**src/rtl/zx_raster_timing.sv**
```systemverilog
// Raster counters, blanking/sync, border, flash phase and frame/line interrupts
// for Pentagon, 48K, 128K and a parameter-defined custom machine timing.
module zx_raster_timing #(
    parameter int unsigned HC_W    = 9,
    parameter int unsigned VC_W    = 9,
    parameter int unsigned INT_LEN = 64,
    parameter int unsigned FLASH_W = 5,
    parameter int unsigned C_LINE  = 448,
    parameter int unsigned C_LINES = 312
) (
    input  logic            clk_sys,
    input  logic            nRESET,
    input  logic            ce_pix,
    input  logic [1:0]      mode,
    input  logic            line_int_ena,
    input  logic [VC_W-1:0] line_int_line,
    output logic [HC_W-1:0] hc,
    output logic [VC_W-1:0] vc,
    output logic [1:0]      act_mode,
    output logic            hblank,
    output logic            hsync,
    output logic            vsync,
    output logic            border,
    output logic            frame_start,
    output logic            flash,
    output logic            frame_int,
    output logic            line_int,
    output logic            nINT
);
    localparam int unsigned CNT_W = 10;
    localparam logic [HC_W-1:0] HB_SET = HC_W'(312);

    if (HC_W < 9 || VC_W < 9) begin : g_chk_width
        $error("zx_raster_timing: HC_W and VC_W must be at least 9");
    end
    if (INT_LEN < 1 || INT_LEN > (1 << CNT_W) - 1) begin : g_chk_int_len
        $error("zx_raster_timing: INT_LEN must be in 1..1023");
    end
    if (FLASH_W < 1) begin : g_chk_flash
        $error("zx_raster_timing: FLASH_W must be at least 1");
    end
    if (C_LINE <= 424 || C_LINE > (1 << HC_W)) begin : g_chk_c_line
        $error("zx_raster_timing: C_LINE must be > 424 and <= 2**HC_W");
    end
    if (C_LINES <= 256 || C_LINES > (1 << VC_W)) begin : g_chk_c_lines
        $error("zx_raster_timing: C_LINES must be > 256 and <= 2**VC_W");
    end

    logic [HC_W-1:0]    hc_q, hc_d;
    logic [VC_W-1:0]    vc_q, vc_d;
    logic [1:0]         act_mode_q, act_mode_d;
    logic [FLASH_W-1:0] flash_q, flash_d;
    logic               hblank_q, hblank_d, hsync_q, hsync_d, vsync_q, vsync_d;
    logic               fstart_q, fstart_d, nint_q, nint_d;
    logic               fint_q, fint_d, lint_q, lint_d;
    logic [CNT_W-1:0]   fcnt_q, fcnt_d, lcnt_q, lcnt_d;

    logic [HC_W-1:0]    line_last, hb_clr, hs_set, hs_clr, int_hc;
    logic [VC_W-1:0]    lines_last, vs_set, vs_clr, int_vc;
    logic               hc_end, vc_end;

    // Compare positions for the timing in effect; custom shares the 48K positions.
    always_comb begin : timing_sel
        line_last  = HC_W'(448 - 1);
        lines_last = VC_W'(312 - 1);
        hb_clr     = HC_W'(416);
        hs_set     = HC_W'(336);
        hs_clr     = HC_W'(368);
        vs_set     = VC_W'(240);
        vs_clr     = VC_W'(244);
        int_vc     = VC_W'(248);
        int_hc     = HC_W'(4);
        case (act_mode_q)
            2'd0: begin
                lines_last = VC_W'(320 - 1);
                hb_clr     = HC_W'(420);
                hs_set     = HC_W'(338);
                hs_clr     = HC_W'(370);
                vs_set     = VC_W'(248);
                vs_clr     = VC_W'(256);
                int_vc     = VC_W'(239);
                int_hc     = HC_W'(326);
            end
            2'd2: begin
                line_last  = HC_W'(456 - 1);
                lines_last = VC_W'(311 - 1);
                hb_clr     = HC_W'(424);
                hs_set     = HC_W'(340);
                hs_clr     = HC_W'(372);
                int_hc     = HC_W'(8);
            end
            2'd3: begin
                line_last  = HC_W'(C_LINE - 1);
                lines_last = VC_W'(C_LINES - 1);
            end
            default: ;
        endcase
    end

    assign hc_end = (hc_q == line_last);
    assign vc_end = (vc_q == lines_last);

    // Vertical events are evaluated on the line-advance tick, like the counter.
    always_comb begin : next_state
        hc_d       = hc_q;
        vc_d       = vc_q;
        act_mode_d = act_mode_q;
        flash_d    = flash_q;
        hblank_d   = hblank_q;
        hsync_d    = hsync_q;
        vsync_d    = vsync_q;
        fstart_d   = fstart_q;
        fint_d     = fint_q;
        fcnt_d     = fcnt_q;
        lint_d     = lint_q;
        lcnt_d     = lcnt_q;
        if (ce_pix) begin
            if (hc_end) begin
                hc_d = '0;
                if (vc_end) begin
                    vc_d       = '0;
                    flash_d    = flash_q + FLASH_W'(1);
                    act_mode_d = mode;
                end else begin
                    vc_d = vc_q + VC_W'(1);
                end
                if (vc_q == vs_set) begin
                    vsync_d = 1'b1;
                end else if (vc_q == vs_clr) begin
                    vsync_d = 1'b0;
                end
            end else begin
                hc_d = hc_q + HC_W'(1);
            end

            if (hc_q == HB_SET) begin
                hblank_d = 1'b1;
            end else if (hc_q == hb_clr) begin
                hblank_d = 1'b0;
            end
            if (hc_q == hs_set) begin
                hsync_d = 1'b1;
            end else if (hc_q == hs_clr) begin
                hsync_d = 1'b0;
            end
            fstart_d = (hc_q == '0) && (vc_q == '0);

            if (fint_q) begin
                if (fcnt_q == '0) fint_d = 1'b0;
                else              fcnt_d = fcnt_q - CNT_W'(1);
            end else if (hc_q == int_hc && vc_q == int_vc) begin
                fint_d = 1'b1;
                fcnt_d = CNT_W'(INT_LEN - 1);
            end

            if (lint_q) begin
                if (lcnt_q == '0) lint_d = 1'b0;
                else              lcnt_d = lcnt_q - CNT_W'(1);
            end else if (line_int_ena && hc_q == '0 && vc_q == line_int_line) begin
                lint_d = 1'b1;
                lcnt_d = CNT_W'(INT_LEN - 1);
            end
        end
        nint_d = ~(fint_d | lint_d);
    end

    always_ff @(posedge clk_sys) begin : state_reg
        if (!nRESET) begin
            hc_q       <= '0;
            vc_q       <= '0;
            act_mode_q <= mode;
            flash_q    <= '0;
            hblank_q   <= 1'b1;
            hsync_q    <= 1'b0;
            vsync_q    <= 1'b0;
            fstart_q   <= 1'b0;
            fint_q     <= 1'b0;
            fcnt_q     <= '0;
            lint_q     <= 1'b0;
            lcnt_q     <= '0;
            nint_q     <= 1'b1;
        end else begin
            hc_q       <= hc_d;
            vc_q       <= vc_d;
            act_mode_q <= act_mode_d;
            flash_q    <= flash_d;
            hblank_q   <= hblank_d;
            hsync_q    <= hsync_d;
            vsync_q    <= vsync_d;
            fstart_q   <= fstart_d;
            fint_q     <= fint_d;
            fcnt_q     <= fcnt_d;
            lint_q     <= lint_d;
            lcnt_q     <= lcnt_d;
            nint_q     <= nint_d;
        end
    end

    assign hc          = hc_q;
    assign vc          = vc_q;
    assign act_mode    = act_mode_q;
    assign hblank      = hblank_q;
    assign hsync       = hsync_q;
    assign vsync       = vsync_q;
    assign frame_start = fstart_q;
    assign flash       = flash_q[FLASH_W-1];
    assign frame_int   = fint_q;
    assign line_int    = lint_q;
    assign nINT        = nint_q;
    assign border      = (vc_q >= VC_W'(192) && vc_q <= VC_W'(255)) || vc_q[8] || hc_q[8];

endmodule

```
**config.mk**
```make
export PLATFORM = sky130hd
export DESIGN_NAME = zx_raster_timing
export DESIGN_NICKNAME = d
export VERILOG_FILES = /design/src/rtl/zx_raster_timing.sv
export SDC_FILE = /design/constraint.sdc
export NUM_CORES = 1
export LEC_CHECK = 0
export ABC_AREA = 1
export CAP_MARGIN = 5
export CELL_PAD_IN_SITES_DETAIL_PLACEMENT = 1
export CELL_PAD_IN_SITES_GLOBAL_PLACEMENT = 2
export CORE_MARGIN = 10
export CORE_UTILIZATION = 32
export DETAILED_ROUTE_END_ITERATION = 7
export PLACE_DENSITY_LB_ADDON = 0.1
export SETUP_SLACK_MARGIN = 0.02
export SLEW_MARGIN = 20
export SYNTH_ARGS = -nofsm -noshare
export SYNTH_HDL_FRONTEND = slang
export SYNTH_SLANG_ARGS = --single-unit
```
**constraint.sdc**
```tcl
create_clock -name clk_sys -period 4.8 [get_ports clk_sys]
set_clock_uncertainty 0.05 [all_clocks]
set_input_delay 0.72 -clock clk_sys [delete_from_list [all_inputs] [get_ports clk_sys]]
set_output_delay 0.72 -clock clk_sys [all_outputs]
set_load 0.02 [all_outputs]
```
* Yosys cells after proc, flatten, opt, wreduce, memory -nomap -nowiden *
Cells that the tools add are included.

storage, ports and cells
  flip-flop bits (word level) = 52
  bits in latches = 0
  memory bits (writable) = 0
  bits in read-only memories = 0
  input port bits = 15
  output and inout bits = 29
  logic and storage cells = 99
  memories = 0

cells by class
  add/subtract/negate cells = 5
  multipliers = 0
  divide/modulo/power cells = 0
  magnitude comparators = 2
  equal/unequal tests = 17
  shift operators = 0
  muxes and demuxes = 35
  bitwise logic cells = 2
  reductions and logical operators = 25

operators by type and width
  kind                                                                              number
  9-bit == test                                                                     10
  10-bit two-way mux                                                                6
  9-bit two-way mux                                                                 3
  10-bit zero test                                                                  2
  10-bit by 1-bit subtractor with 10-bit output, second input constant              2
  9-bit by 1-bit adder with 9-bit output, second input constant                     2
  9-bit zero test                                                                   2
  9-bit case mux with 2 select lines                                                1
  4-bit case mux with 2 select lines                                                2
  3-bit AND reduction                                                               5
  1-bit two-way mux                                                                 14
  3-bit case mux with 2 select lines                                                2
  2-bit nonzero test                                                                5
  9-bit == test, second input constant                                              1
  9-bit by 8-bit >= comparator with 1-bit output, second input constant             1
  9-bit by 8-bit less-or-equal comparator with 1-bit output, second input constant  1
  2-bit two-way mux                                                                 4
  7-bit two-way mux                                                                 1
  2-bit by 1-bit != test with 1-bit output, second input constant                   3
  2-bit AND reduction                                                               3
  5-bit by 1-bit adder with 5-bit output, second input constant                     1
  1-bit logical AND                                                                 5
  5-bit two-way mux                                                                 1
  4-bit two-way mux                                                                 1
  6 further kinds                                                                   8

* Depth between registers and ports, before layout *
  depth after elaboration = 9
  gate-level depth with buffers = 13
  gate-level depth less buffers = 13

* Least setup slack after synthesis *
OpenSTA, ideal clock, no wires.

  kind = register -> output
  start = register vc_q[6], in the netlist vc[6]
  end = output port border
  arrival time = 1.419 ns
  data required time = 4.030 ns
  slack = 2.611 ns
  stages on the path, launching flop included = 9
  path buffers = 1
  path through = dfxtp_1 buf_2 nand2_1 inv_1 nand3_1 nor2_1 ha_1 o31ai_1 nand3_1

between the ends
  longest elaborated chain between the ends = 4
  elaborated cells on any way between the ends = 5
  those cells by class = 2 x order compare; 3 x reduce/logical

RTL lines
  item                                                                                                                         RTL line  source
  start: declaration                                                                                                           50        logic [VC_W-1:0] vc_q, vc_d;
  start signal: assignment                                                                                                     184       vc_q <= vc_d;
  9-bit by 8-bit >= comparator with 1-bit output or 9-bit by 8-bit less-or-equal comparator with 1-bit output (tied branches)  210       assign border = (vc_q >= VC_W'(192) && vc_q <= VC_W'(255)) || vc_q[8] || hc_q[8];
  1-bit logical AND *                                                                                                          210
  1-bit logical OR * (2 in a row)                                                                                              210
  end: declaration                                                                                                             23        output logic border,

Every way passes the cells marked *; elsewhere a longest branch is shown, timed or not.

* Final worst setup path *
Same ends and word-level chain as after synthesis.

==> summary.txt <==
Worst Path Arrival: 2360 ps
nature of the critical path startpoint: register
Post-CTS Resized: 0
Hold Path Origin: vsync$_SDFFE_PN0P_
Leak: 1.62 nW
TNS Setup: 0 ps
synth unique cells: 40
fmax: 320 MHz
post-synthesis adder-cell area fraction: 0.0371
Die Ht: 123 microns
RR Endpoint: lcnt_q[7]$_SDFFE_PN0P_
Reg power frac: 0.546
cells after synthesis: 526
Rows: 37
Max-Cap Viols: 0
first-pass GRT wire length: 17,900 microns
DR iter-0 viols: 155
Synth Area in Compound Gates: 0.0976
die width: 123 microns
Pwr Total: 0.000810 W
final hold violation count: 0
Worst-Margin Slew: 934 ps
Worst slew margin: 0.377
via count: 3,452
vias in the first global route: 3,526
Comb pwr share: 0.101
dpl ws: 1810 ps
Pins Over Slew Limit: 0
CP Max Fanout: 9
Final ANT Viol Nets: 0
# DRC: 0
port bufs: 43
Critical Path RT: 4030 ps
final wirelength: 10,500 microns
via/cell ratio: 4.95
core area: 0.0103 sq mm
Routed WL per cell: 15.1 microns
mux share of post-synthesis cell area: 0
TritonCTS clock tree: done
Synth-to-Final Area Change: 18.1%
Syn Area/Cell: 6.41 sq um
Net Sw Frac: 0.289
Clock Path Buffers: 2
RSZ-0062 raised after global routing: false
HPWL after detailed placement: 7940 microns
clk root buf: clkbuf_8
die area: 0.0150 sq mm
Primary FF master, synth: dfxtp_1
gpl congestion: 0.845
P_sw: 0.000234 W
Min-Delay Path Class: register to register
Setup crit end kind: output port
CP Class: register to output port
Internal: 0.000576 W
# hold bufs at CTS: 0
initial antenna violation count: 0
layout cell share with drive strength beyond 1: 0.0784
Synth Area in Simple Gates: 0.420
pin count of the biggest net entering global routing: 24
Ys Warns: 0
VDD IR max: 0.000120 V
Async SR Flop Fraction: 0
R2R cell count: 11
dpl cells: 689
largest family of logic cells by synthesized area: simple AND/OR/NAND/NOR gates
hold path depth: 2
clock share of power: 0.353
PwrDens: 204 mW/mm^2
Num CTS Buffers: 5
fin nets: 585
Mapped Nets: 551
Worst R2R Start: hc[0]$_SDFFE_PN0P_
Post-CTS Setup Bufs: 0
status: finished clean
final setup margin: 1670 ps
worst min-delay path endpoint: vsync$_SDFFE_PN0P_
FF-to-FF setup slack: 2410 ps
Setup violations, final: 0
Seq/Total Area, Yosys: 0.315
IO Count: 44
xor/xnor cell area share of the yosys netlist: 0.0334
GRT Overall Usage: 0.146
Mapped Area: 0.00337 sq mm
CTS clk-pin slew, worst paths: 110 ps
number of clock sinks: 52
DR pass1 iterations: 4
Yosys reg bits: 52
Worst-Skew Late Latency: 320 ps
gr ovfl total: 0
number of diodes: 0
Initial Utilization: 0.328
EDFF count, synth: 2
final critical-path required period: 3130 ps
period utilization: 0.651
Non-Filler Instances: 697
H-tree depth: 2
==> worst max-delay path, cell delays in order (launching register included) <==
cell and delay [ps]:
dfxtp_1 560, nand2_1 140, inv_1 130, nand3_1 160
nor2_1 140, ha_1 150, o31ai_1 80, nand3_1 70
clkdlybuf4s50_1 610
==> flip-flops by register name, summed over array words and instances, names as in the netlist, 2 cells and up <==
register and cells:
flash_q 5, act_mode 2, hc 9, lcnt_q 10
fcnt_q 10, vc 9
==> cells in the final DEF (no fill, tap or decap), types with 2 or more instances in the layout <==
cell / synthesis / layout
a21oi_2: 5 / 5
nor3b_1: 3 / 3
nand3b_1: 2 / 2
buf_4: 3 / 2
inv_2: 7 / 7
or2_2: 3 / 3
nor4_1: 4 / 4
a21oi_1: 32 / 32
nor2_1: 68 / 68
clkinv_4: 0 / 2
dfxtp_1: 50 / 50
nand3_1: 54 / 54
nor3_1: 10 / 10
clkdlybuf4s50_1: 0 / 43
o21ai_0: 13 / 13
nand4_1: 11 / 11
nor2_2: 4 / 4
nor2_4: 2 / 2
ha_1: 10 / 10
edfxtp_1: 2 / 2
xor2_1: 6 / 6
nand2_1: 143 / 143
o31ai_1: 2 / 2
inv_1: 51 / 51
xnor2_1: 5 / 5
o21ai_1: 3 / 3
nand3_2: 5 / 5
clkbuf_8: 0 / 5
nand2_4: 3 / 3
nand2_2: 2 / 2
==> final cells by class <==
cell class	count	area, sq um
Tap cell	136	170
Inverter	60	226
Timing Repair Buffer	45	445
Fill cell	1364	6300
Sequential cell	52	1060
Multi-Input combinational cell	396	1980
Clock inverter	3	26.3
Clock buffer	5	68.8
==> synthesized netlist by cell type, types with 7 or more instances <==
cell     instances  area [sq um]
nand2_1        143           537
nor2_1          68           255
nand3_1         54           270
inv_1           51           191
dfxtp_1         50          1000
a21oi_1         32           160
o21ai_0         13          65.1
nand4_1         11          68.8
ha_1            10           125
nor3_1          10          50.1
buf_2            7          35.0
inv_2            7          26.3
==> power groups by stage <==
stage / logic, W / clock network [W] / registers [W]
after floorplan: 0.0000417 / 0 / 0.000456
after global placement: 0.0000810 / 0 / 0.000453
after detailed placement: 0.0000824 / 0 / 0.000453
after CTS: 0.0000830 / 0.000296 / 0.000443
after global routing: 0.0000915 / 0.000310 / 0.000444
final: 0.0000816 / 0.000286 / 0.000443
==> layer usage <==
layer | vias to the layer above | GRT usage | part of all wire | routed length (microns)
met2 | 53 | 0.246 | 0.47 | 5010
met5 | - | 0 | 0 | 0
met3 | 12 | 0.0303 | 0.050 | 526
met1 | 1628 | 0.188 | 0.46 | 4890
met4 | 0 | 0.0317 | 0.011 | 120
li1 | 1759 | - | - | -
==> worst max path at each step <==
stage / start / endpoint / slack, ps
after floorplan: vc[6]$_SDFFE_PN0P_ / border / 2610
after global placement: ce_pix / vc[7]$_SDFFE_PN0P_ / 1910
after detailed placement: ce_pix / fcnt_q[1]$_SDFFE_PN0P_ / 1810
after CTS: vc[6]$_SDFFE_PN0P_ / border / 1650
after global routing: vc[6]$_SDFFE_PN0P_ / border / 1430
final: vc[6]$_SDFFE_PN0P_ / border / 1670
==> logic make-up after synthesis <==
| kind of cell | after synthesis |
|---|---|
| compound gates | 59 |
| xor+xnor | 12 |
| fa+ha+maj | 10 |
| buf+inv | 78 |
| flops | 52 |
| simple gates | 315 |
==> stage by stage <==
step / instance area [sq um] / hold slack, ps / utilization
4_1_cts: 3980 / 441 / 0.387
5_1_grt: 3980 / 457 / 0.387
2_1_floorplan: 3370 / 398 / -
3_3_place_gp: 3890 / 415 / 0.378
6_report: 3980 / 429 / 0.387
3_5_place_dp: 3890 / 423 / 0.378
No activity file was read; power rests on OpenSTA's default activity.
